**src/rtl/tri_edge_feeder_if.sv**
```systemverilog
// Signal bundle between tri_edge_feeder, the projected-triangle FIFO and the line drawer.
// The master side is the feeder; the slave side is the FIFO/line-drawer environment.
interface tri_edge_feeder_if #(
    parameter int XW = 10
);
    logic            fifo_empty;
    logic [6*XW-1:0] fifo_rdata;
    logic            fifo_r;
    logic [XW-1:0]   line_x0;
    logic [XW-1:0]   line_y0;
    logic [XW-1:0]   line_x1;
    logic [XW-1:0]   line_y1;
    logic            line_start;
    logic            line_done;

    modport master (
        input  fifo_empty, fifo_rdata, line_done,
        output fifo_r, line_x0, line_y0, line_x1, line_y1, line_start
    );

    modport slave (
        output fifo_empty, fifo_rdata, line_done,
        input  fifo_r, line_x0, line_y0, line_x1, line_y1, line_start
    );
endinterface

```
**src/rtl/tri_edge_feeder.sv**
```systemverilog
// Pops projected triangles from the FIFO and feeds their three edges to the line drawer.
// Optional build macro SKIP_ZERO_EDGE_EN: zero-length edges are skipped instead of drawn.
module tri_edge_feeder #(
    parameter int XW     = 10,
    parameter int RD_LAT = 1,
    parameter int CW     = 16
) (
    input  logic                   Clk,
    input  logic                   Reset,
    input  logic                   draw_start,
    input  logic                   proj_done,
    tri_edge_feeder_if.master      bus,
    output logic [CW-1:0]          tri_count,
    output logic                   draw_done
);

    typedef enum logic [2:0] {
        S_IDLE,
        S_CHECK,
        S_POP,
        S_LATCH,
        S_EDGE,
        S_WAIT,
        S_DONE
    } state_t;

    localparam logic [1:0] LAT_LAST = 2'(RD_LAT - 1);

    state_t          state_q, state_d;
    logic [6*XW-1:0] tri_q, tri_d;
    logic [1:0]      idx_q, idx_d;
    logic [1:0]      lat_q, lat_d;
    logic            cnt_clr, cnt_inc, load_ep;
    logic [4*XW-1:0] ep_d;
    logic [XW-1:0]   vx [3];
    logic [XW-1:0]   vy [3];

`ifdef SKIP_ZERO_EDGE_EN
    logic zero_edge;
    assign zero_edge = (bus.line_x0 == bus.line_x1) && (bus.line_y0 == bus.line_y1);
`endif

    // NOTE: defaults first so every path assigns every signal and no latch is inferred.
    always_comb begin
        state_d        = state_q;
        tri_d          = tri_q;
        idx_d          = idx_q;
        lat_d          = lat_q;
        cnt_clr        = 1'b0;
        cnt_inc        = 1'b0;
        load_ep        = 1'b0;
        bus.fifo_r     = 1'b0;
        bus.line_start = 1'b0;
        draw_done      = 1'b0;

        case (state_q)
            S_IDLE: begin
                if (draw_start) begin
                    state_d = S_CHECK;
                    cnt_clr = 1'b1;
                end
            end
            S_CHECK: begin
                if (!bus.fifo_empty)  state_d = S_POP;
                else if (proj_done)   state_d = S_DONE;
            end
            S_POP: begin
                bus.fifo_r = 1'b1;
                lat_d      = 2'd0;
                state_d    = S_LATCH;
            end
            S_LATCH: begin
                // Read data is valid only on the RD_LAT-th cycle after the pop strobe.
                if (lat_q == LAT_LAST) begin
                    tri_d   = bus.fifo_rdata;
                    idx_d   = 2'd0;
                    load_ep = 1'b1;
                    state_d = S_EDGE;
                end else begin
                    lat_d = lat_q + 2'd1;
                end
            end
            S_EDGE: begin
`ifdef SKIP_ZERO_EDGE_EN
                if (zero_edge) begin
                    if (idx_q == 2'd2) begin
                        cnt_inc = 1'b1;
                        state_d = S_CHECK;
                    end else begin
                        idx_d   = idx_q + 2'd1;
                        load_ep = 1'b1;
                    end
                end else begin
                    bus.line_start = 1'b1;
                    state_d        = S_WAIT;
                end
`else
                bus.line_start = 1'b1;
                state_d        = S_WAIT;
`endif
            end
            S_WAIT: begin
                if (bus.line_done) begin
                    if (idx_q == 2'd2) begin
                        cnt_inc = 1'b1;
                        state_d = S_CHECK;
                    end else begin
                        idx_d   = idx_q + 2'd1;
                        load_ep = 1'b1;
                        state_d = S_EDGE;
                    end
                end
            end
            S_DONE: begin
                draw_done = 1'b1;
                if (!draw_start) state_d = S_IDLE;
            end
            default: state_d = S_IDLE;
        endcase
    end

    // Endpoints for the edge about to be issued, taken from next-cycle triangle/index.
    always_comb begin
        for (int i = 0; i < 3; i++) begin
            vx[i] = tri_d[i*2*XW +: XW];
            vy[i] = tri_d[i*2*XW+XW +: XW];
        end
        case (idx_d)
            2'd0:    ep_d = {vx[0], vy[0], vx[1], vy[1]};
            2'd1:    ep_d = {vx[1], vy[1], vx[2], vy[2]};
            default: ep_d = {vx[2], vy[2], vx[0], vy[0]};
        endcase
    end

    // NOTE: non-blocking assignments so every flop samples pre-edge values regardless of order.
    always_ff @(posedge Clk) begin
        if (Reset) begin
            state_q     <= S_IDLE;
            tri_q       <= '0;
            idx_q       <= '0;
            lat_q       <= '0;
            tri_count   <= '0;
            bus.line_x0 <= '0;
            bus.line_y0 <= '0;
            bus.line_x1 <= '0;
            bus.line_y1 <= '0;
        end else begin
            state_q <= state_d;
            tri_q   <= tri_d;
            idx_q   <= idx_d;
            lat_q   <= lat_d;
            if (cnt_clr)      tri_count <= '0;
            else if (cnt_inc) tri_count <= tri_count + CW'(1);
            if (load_ep) {bus.line_x0, bus.line_y0, bus.line_x1, bus.line_y1} <= ep_d;
        end
    end

endmodule
```
**src/flat_wrapper.sv**
```systemverilog
// flat-port wrapper written by rule: the top's interface ports become plain ports
module tri_edge_feeder_flat 
#(
    parameter int XW     = 10,
    parameter int RD_LAT = 1,
    parameter int CW     = 16
)
  (Clk, Reset, draw_start, proj_done, tri_count, draw_done, bus_fifo_empty, bus_fifo_rdata, bus_line_done, bus_fifo_r, bus_line_x0, bus_line_y0, bus_line_x1, bus_line_y1, bus_line_start);
  tri_edge_feeder_if #(.XW(XW)) bus_i ();
  input  logic Clk;
  input  logic Reset;
  input  logic draw_start;
  input  logic proj_done;
  output logic [CW-1:0] tri_count;
  output logic draw_done;
  input wire logic [$bits(bus_i.fifo_empty)-1:0] bus_fifo_empty;
  input wire logic [$bits(bus_i.fifo_rdata)-1:0] bus_fifo_rdata;
  input wire logic [$bits(bus_i.line_done)-1:0] bus_line_done;
  output wire logic [$bits(bus_i.fifo_r)-1:0] bus_fifo_r;
  output wire logic [$bits(bus_i.line_x0)-1:0] bus_line_x0;
  output wire logic [$bits(bus_i.line_y0)-1:0] bus_line_y0;
  output wire logic [$bits(bus_i.line_x1)-1:0] bus_line_x1;
  output wire logic [$bits(bus_i.line_y1)-1:0] bus_line_y1;
  output wire logic [$bits(bus_i.line_start)-1:0] bus_line_start;
  assign bus_i.fifo_empty = bus_fifo_empty;
  assign bus_i.fifo_rdata = bus_fifo_rdata;
  assign bus_i.line_done = bus_line_done;
  assign bus_fifo_r = bus_i.fifo_r;
  assign bus_line_x0 = bus_i.line_x0;
  assign bus_line_y0 = bus_i.line_y0;
  assign bus_line_x1 = bus_i.line_x1;
  assign bus_line_y1 = bus_i.line_y1;
  assign bus_line_start = bus_i.line_start;
  tri_edge_feeder #(.XW(XW), .RD_LAT(RD_LAT), .CW(CW)) u_core (.Clk(Clk), .Reset(Reset), .draw_start(draw_start), .proj_done(proj_done), .bus(bus_i), .tri_count(tri_count), .draw_done(draw_done));
endmodule
```
**config.mk**
```make
export PLATFORM = sky130hd
export DESIGN_NAME = tri_edge_feeder_flat
export DESIGN_NICKNAME = d
export VERILOG_FILES = /design/src/rtl/tri_edge_feeder_if.sv /design/src/rtl/tri_edge_feeder.sv /design/src/flat_wrapper.sv
export SDC_FILE = /design/constraint.sdc
export NUM_CORES = 1
export LEC_CHECK = 0
export CAP_MARGIN = 20
export CORE_ASPECT_RATIO = 0.5
export CORE_UTILIZATION = 50
export CTS_CLUSTER_SIZE = 40
export DETAILED_ROUTE_END_ITERATION = 12
export PLACE_DENSITY = 0.88
export SETUP_SLACK_MARGIN = 0.02
export SLEW_MARGIN = 20
export SYNTH_ARGS = -nofsm -noshare
export SYNTH_HDL_FRONTEND = slang
export SYNTH_SLANG_ARGS = --single-unit
```
**constraint.sdc**
```tcl
create_clock -name Clk -period 2.19 [get_ports Clk]
set_input_delay 0.219 -clock Clk [delete_from_list [all_inputs] [get_ports Clk]]
set_output_delay 0.219 -clock Clk [all_outputs]
set_load 0.03 [all_outputs]
```
After elaboration in Yosys (flattened, before gate mapping)
Index checks and enable logic that the tools add are counted.

Bits of input ports: 66. Register bits after elaboration: 123. Output and inout bits: 59.

Add/subtract/negate cells: 3. Muxes and demuxes: 29. Eq/ne operators: 14. Reductions and logical operators: 7.

Operator list (count): $mux W60 (2); $pmux W40 S2 (1); $mux W3 (7); $pmux W3 S7 (1); $add A16 B1 Y16 const B (1); $mux W1 (11); $eq A3 B3 Y1 const B (3); $mux W2 (4); $ne A2 B2 Y1 const B (4); $pmux W2 S2 (2); $eq A3 B2 Y1 const B (2); $reduce_and A5 Y1 (1); $add A2 B1 Y2 const B (2); $logic_not A2 Y1 (2); $eq A3 B1 Y1 const B (1); $logic_not A3 Y1 (1); $ne A3 B3 Y1 const B (1); $eq A2 B1 Y1 const B (1); $eq A2 B2 Y1 const B (1); $ne A2 B1 Y1 const B (1); $pmux W1 S2 (1); $reduce_and A2 Y1 (1); $reduce_bool A2 Y1 (1); $reduce_or A2 Y1 (1).

Depth between registers and ports, before layout
Word-level depth: 6. Mapped depth: 9. Gate-level depth less buffers: 6.

Worst setup path before layout
OpenSTA, ideal clock, no wires.

Path type: register to register. From: register u_core.lat_q[0]. To: register u_core.bus.line_y1[0]. Cell stages (with the launch flop): 10. Data required time: 2.057 ns. Data arrival time: 1.774 ns. Slack: 0.283 ns. Cells stage by stage: dfxtp_1 > inv_1 > ha_1 > clkbuf_2 > nand4b_1 > buf_4 > buf_2 > mux2_2 > a31oi_1 > a311oi_1.

Word-level cells in the longest chain between the ends: 5. Elaborated cells on any way between the ends: 10.

RTL lines: from (decl) (RTL line tri_edge_feeder.sv:32) `logic [1:0] lat_q, lat_d;`; from (signal assigned) (RTL line tri_edge_feeder.sv:151) `lat_q <= lat_d;`; $logic_not A2 Y1 (*) (RTL line tri_edge_feeder.sv:74) `if (lat_q == LAT_LAST) begin`; $mux W2 (RTL line tri_edge_feeder.sv:74); $pmux W2 S2 (RTL line tri_edge_feeder.sv:56) `case (state_q)`; $eq A2 B1 Y1 or $logic_not A2 Y1 (tied branches) (RTL line tri_edge_feeder.sv:128) `case (idx_d)`; $pmux W40 S2 (RTL line tri_edge_feeder.sv:128); to (signal assigned) (RTL line tri_edge_feeder.sv:154) `if (load_ep) {bus.line_x0, bus.line_y0, bus.line_x1, bus.line_y1} <= ep_d;`; to (decl) (RTL line tri_edge_feeder_if.sv:18) `output fifo_r, line_x0, line_y0, line_x1, line_y1, line_start`.

Every way passes the cells marked *; elsewhere a longest branch is shown, timed or not. A chain may end at the register's enable or synchronous reset.

Worst setup path after layout
From: register u_core.lat_q[0]. To: register u_core.bus.line_y0[7].

Word-level cells in the longest chain between the ends: 5. Elaborated cells on any way between the ends: 10.

RTL lines (RTL line): $logic_not A2 Y1 (*) (tri_edge_feeder.sv:74); $mux W2 (tri_edge_feeder.sv:74); $pmux W2 S2 (tri_edge_feeder.sv:56); $eq A2 B1 Y1 or $logic_not A2 Y1 (tied branches) (tri_edge_feeder.sv:128); $pmux W40 S2 (tri_edge_feeder.sv:128); to (signal assigned) (tri_edge_feeder.sv:154); to (decl) (tri_edge_feeder_if.sv:18).

Marked as above.

==> results.py <==
metrics = {
    "yosys": {
        "synth-edff-count": 0,
        "yosys-top-cells-area": "dfxtp_1 (42%), mux2_2 (11%), a311oi_1 (6.0%)",
        "yosysSeqAreaShare_pct": 42.4,
        "yosysUniqueCellTypes": 46,
        "syn_nets": 703,
        "yosysTopAreaCellShare_pct": 42.4,
        "ys_seq_elements": 123,
        "synthArstFlopShare_pct": 0,
        "yosys.area.top_type": "dfxtp_1",
        "syn_area_sq_um": 5810,
        "dominantRegCellSynth": "dfxtp_1",
        "yosys_warnings": 0,
        "avgSynthCellArea_sq_um": 9.17,
        "synthCells": 633,
    },
    "worst_setup_path": {
        "cp_max_fo": 55,
        "critPathRequiredTime_ns": 2.48,
        "r2r_slack_ns": 0.01,
        "worstSetupStartpointType": "flop",
        "reg2regPathDepth": 8,
        "cp-startpoint": "u_core.lat_q[0]",
        "worstReg2RegEnd": "u_core.bus.line_y0[7]",
        "criticalPathCategory": "reg2reg",
        "worst-endpoint-arrival_ns": 2.46,
        "cp-end-kind": "flop",
        "r2r_start": "u_core.lat_q[0]",
        "cp-endpoint": "u_core.bus.line_y0[7]",
    },
    "die": {
        "die_h_microns": 78.2,
        "die_area_sq_um": 12100,
        "initial_utilization_pct": 52.1,
        "ios": 125,
        "coreArea_sq_um": 11100,
        "core.rowCount": 27,
        "die_w_microns": 154,
    },
    "routing": {
        "num_vias": 5831,
        "vias_per_cell": 6.53,
        "first_iter_violations": 796,
        "first_pass_iters": 6,
        "routedWlPerCell_microns": 20.2,
        "post-route-drc-count": 0,
        "antenna_left": 0,
        "wirelength_mm": 18.1,
    },
    "global_route": {
        "busiest_layer": "met2",
        "antenna_found_initial": 0,
        "grt_pass1_wl_mm": 27.7,
        "grt_max_degree": 92,
        "grt_pass1_vias": 5345,
        "grt-ovfl-total": 0,
        "use_met1_pct": 35.8,
        "met3_usage_pct": 6.13,
        "grt_usage_pct": 29.1,
        "met2_usage_pct": 48.3,
    },
    "finish": {
        "instances_no_fill": 893,
        "final_cell_mix": "dfxtp_1 (123), clkdlybuf4s50_1 (120), nor2_1 (55), mux2_2 (55), nor2b_1 (55)",
        "final_common_cell": "dfxtp_1",
        "fillCellCount": 746,
        "final_util_pct": 70.5,
        "syn2layout_area_growth_pct": 35.3,
        "drive_gt1_share_pct": 15.8,
        "layout.nets": 805,
        "diodes": 0,
    },
    "sta": {
        "relSlewSlack_pct": 48.0,
        "tns_ns": 0,
        "fin_skew_ns": 0.0101,
        "hold_viol_final": 0,
        "finalSetupViolCount": 0,
        "worst_pin_slew_ns": 0.760,
        "maxSlewViolCount": 0,
        "fin_crit_sh_pct": 99.3,
        "fin_crit_ns": 2.18,
        "clock.fmax_mhz": 460,
    },
    "power_and_ir_drop": {
        "irDropWorstVdd_mv": 0.489,
        "pwr-share-seq_pct": 39.5,
        "net-switching-power_mw": 1.79,
        "power.density_nw_per_um2": 785,
        "p_comb_share_pct": 18.3,
        "p_int_mw": 4.38,
        "switching_share_pct": 29.0,
        "power_mw": 6.17,
        "leakagePower_nw": 2.80,
        "pwr-share-clk_pct": 42.2,
    },
    "hold_path": {
        "hold_class": "in2reg",
    },
    "placed_design": {
        "place_inst": 857,
        "gp_congestion": 0.799,
        "dpl.hpwl_mm": 9.60,
        "port_buffers": 124,
    },
    "cts": {
        "holdBufCountCts": 0,
        "clock-root-buffer": "clkbuf_16",
        "clockBufferDepth": 2,
        "cts_made_buffers": 17,
        "clk_latency_ns": 0.42,
        "cts.sinks": 123,
        "cts.htree.levels": 4,
        "clk_pin_slew_ns": 0.06,
        "cts_tree": "done",
    },
    "run": {
        "timing.max_cap.violations": 0,
    },
    "run_status": {
        "run_status": "complete, no violations",
    },
}
-- metal layers --
layer,up-vias,share of wire (%)
met4,0,3.6
met1,2819,41
met3,74,8.3
li1,2579,-
met5,-,0
met2,359,48
-- through the flow --
| stage | hold slack, ns | worst slack, ns | cell area, sq um |
|---|---|---|---|
| after floorplan | 0.374 | 0.283 | 5810 |
| after global placement | 0.457 | 0.0893 | 7240 |
| after detailed placement | 0.468 | -0.0650 | 7240 |
| after CTS | 0.130 | 0.0267 | 7800 |
| after global routing | 0.148 | -0.124 | 7860 |
| final | 0.137 | 0.0148 | 7860 |
-- power groups by stage --
stage	combinational, mW	sequential, mW	clock (mW)
after floorplan	0.527	2.59	0
after global placement	1.06	2.47	0
after detailed placement	1.08	2.48	0
after CTS	1.10	2.43	2.59
after global routing	1.20	2.45	2.71
final	1.13	2.44	2.60
-- logic make-up after synthesis --
group           count (synthesis)  synth area share (%)
mux                            60                  11.5
flops                         123                  42.4
xor+xnor                        6                 0.905
compound gates                124                  15.2
buf+inv                        73                  5.54
simple gates                  243                  23.6
fa+ha+maj                       4                 0.862
-- critical path: stages, from the launching register on --
cell and delay (ns):
dfxtp_1 0.35, inv_1 0.07, ha_1 0.23, nand4b_1 0.17
buf_4 0.17, buf_16 0.24, mux2_2 0.41, a31oi_1 0.23
a311oi_1 0.14
-- registers in the layout, indices dropped and copies added, names as in the netlist --
register            cells
u_core.tri_q           60
u_core.tri_count       16
u_core.bus.line_x0     10
u_core.bus.line_x1     10
u_core.bus.line_y0     10
u_core.bus.line_y1     10
u_core.state_q          3
u_core.idx_q            2
u_core.lat_q            2
-- repair_timing --
item,in CTS,in global routing
cloned,1,1
pin swaps,1,2
buffers inserted,0,2
endpoints found under the setup margin,42,13
resized for setup,3,7
-- worst min-delay path by stage --
stage	from	endpoint	slack, ns	cells past startpoint
2_1_floorplan	bus_fifo_rdata[46]	u_core.tri_q[46]	0.37	2
3_3_place_gp	u_core.lat_q[0]	u_core.lat_q[0]	0.46	1
3_5_place_dp	u_core.lat_q[0]	u_core.lat_q[0]	0.47	1
4_1_cts	Reset	u_core.idx_q[0]	0.13	2
5_1_grt	Reset	u_core.tri_q[41]	0.15	2
6_report	Reset	u_core.idx_q[0]	0.14	2
-- synthesized netlist by cell type (3+ instances only) --
| master | count |
|---|---|
| mux2_2 | 55 |
| buf_4 | 4 |
| buf_2 | 19 |
| nor2b_1 | 55 |
| nand4_1 | 44 |
| nand3b_1 | 6 |
| inv_1 | 8 |
| clkbuf_1 | 38 |
| a311oi_1 | 40 |
| nand4b_1 | 3 |
| nand3_1 | 43 |
| and3_1 | 3 |
| mux2i_1 | 5 |
| a21oi_1 | 18 |
| a31oi_1 | 39 |
| nor3b_1 | 4 |
| or4_1 | 8 |
| ha_1 | 4 |
| nand2b_1 | 3 |
| o21ai_0 | 3 |
| xor2_1 | 6 |
| nand2_1 | 8 |
| dfxtp_1 | 123 |
| o31ai_1 | 8 |
| nor2_1 | 55 |
-- final cells by class --
| cell class | count | area, sq um | share of cell area [%] |
|---|---|---|---|
| clock buffers | 20 | 457 | 5.81 |
| inverters | 8 | 30.0 | 0.382 |
| clock inverters | 12 | 92.6 | 1.18 |
| well taps | 145 | 181 | 2.31 |
| repair buffers | 147 | 1560 | 19.8 |
| multi-input cells | 438 | 3080 | 39.2 |
| flip-flops and latches | 123 | 2460 | 31.3 |
Note: power is estimated with default switching activity, not from simulation.
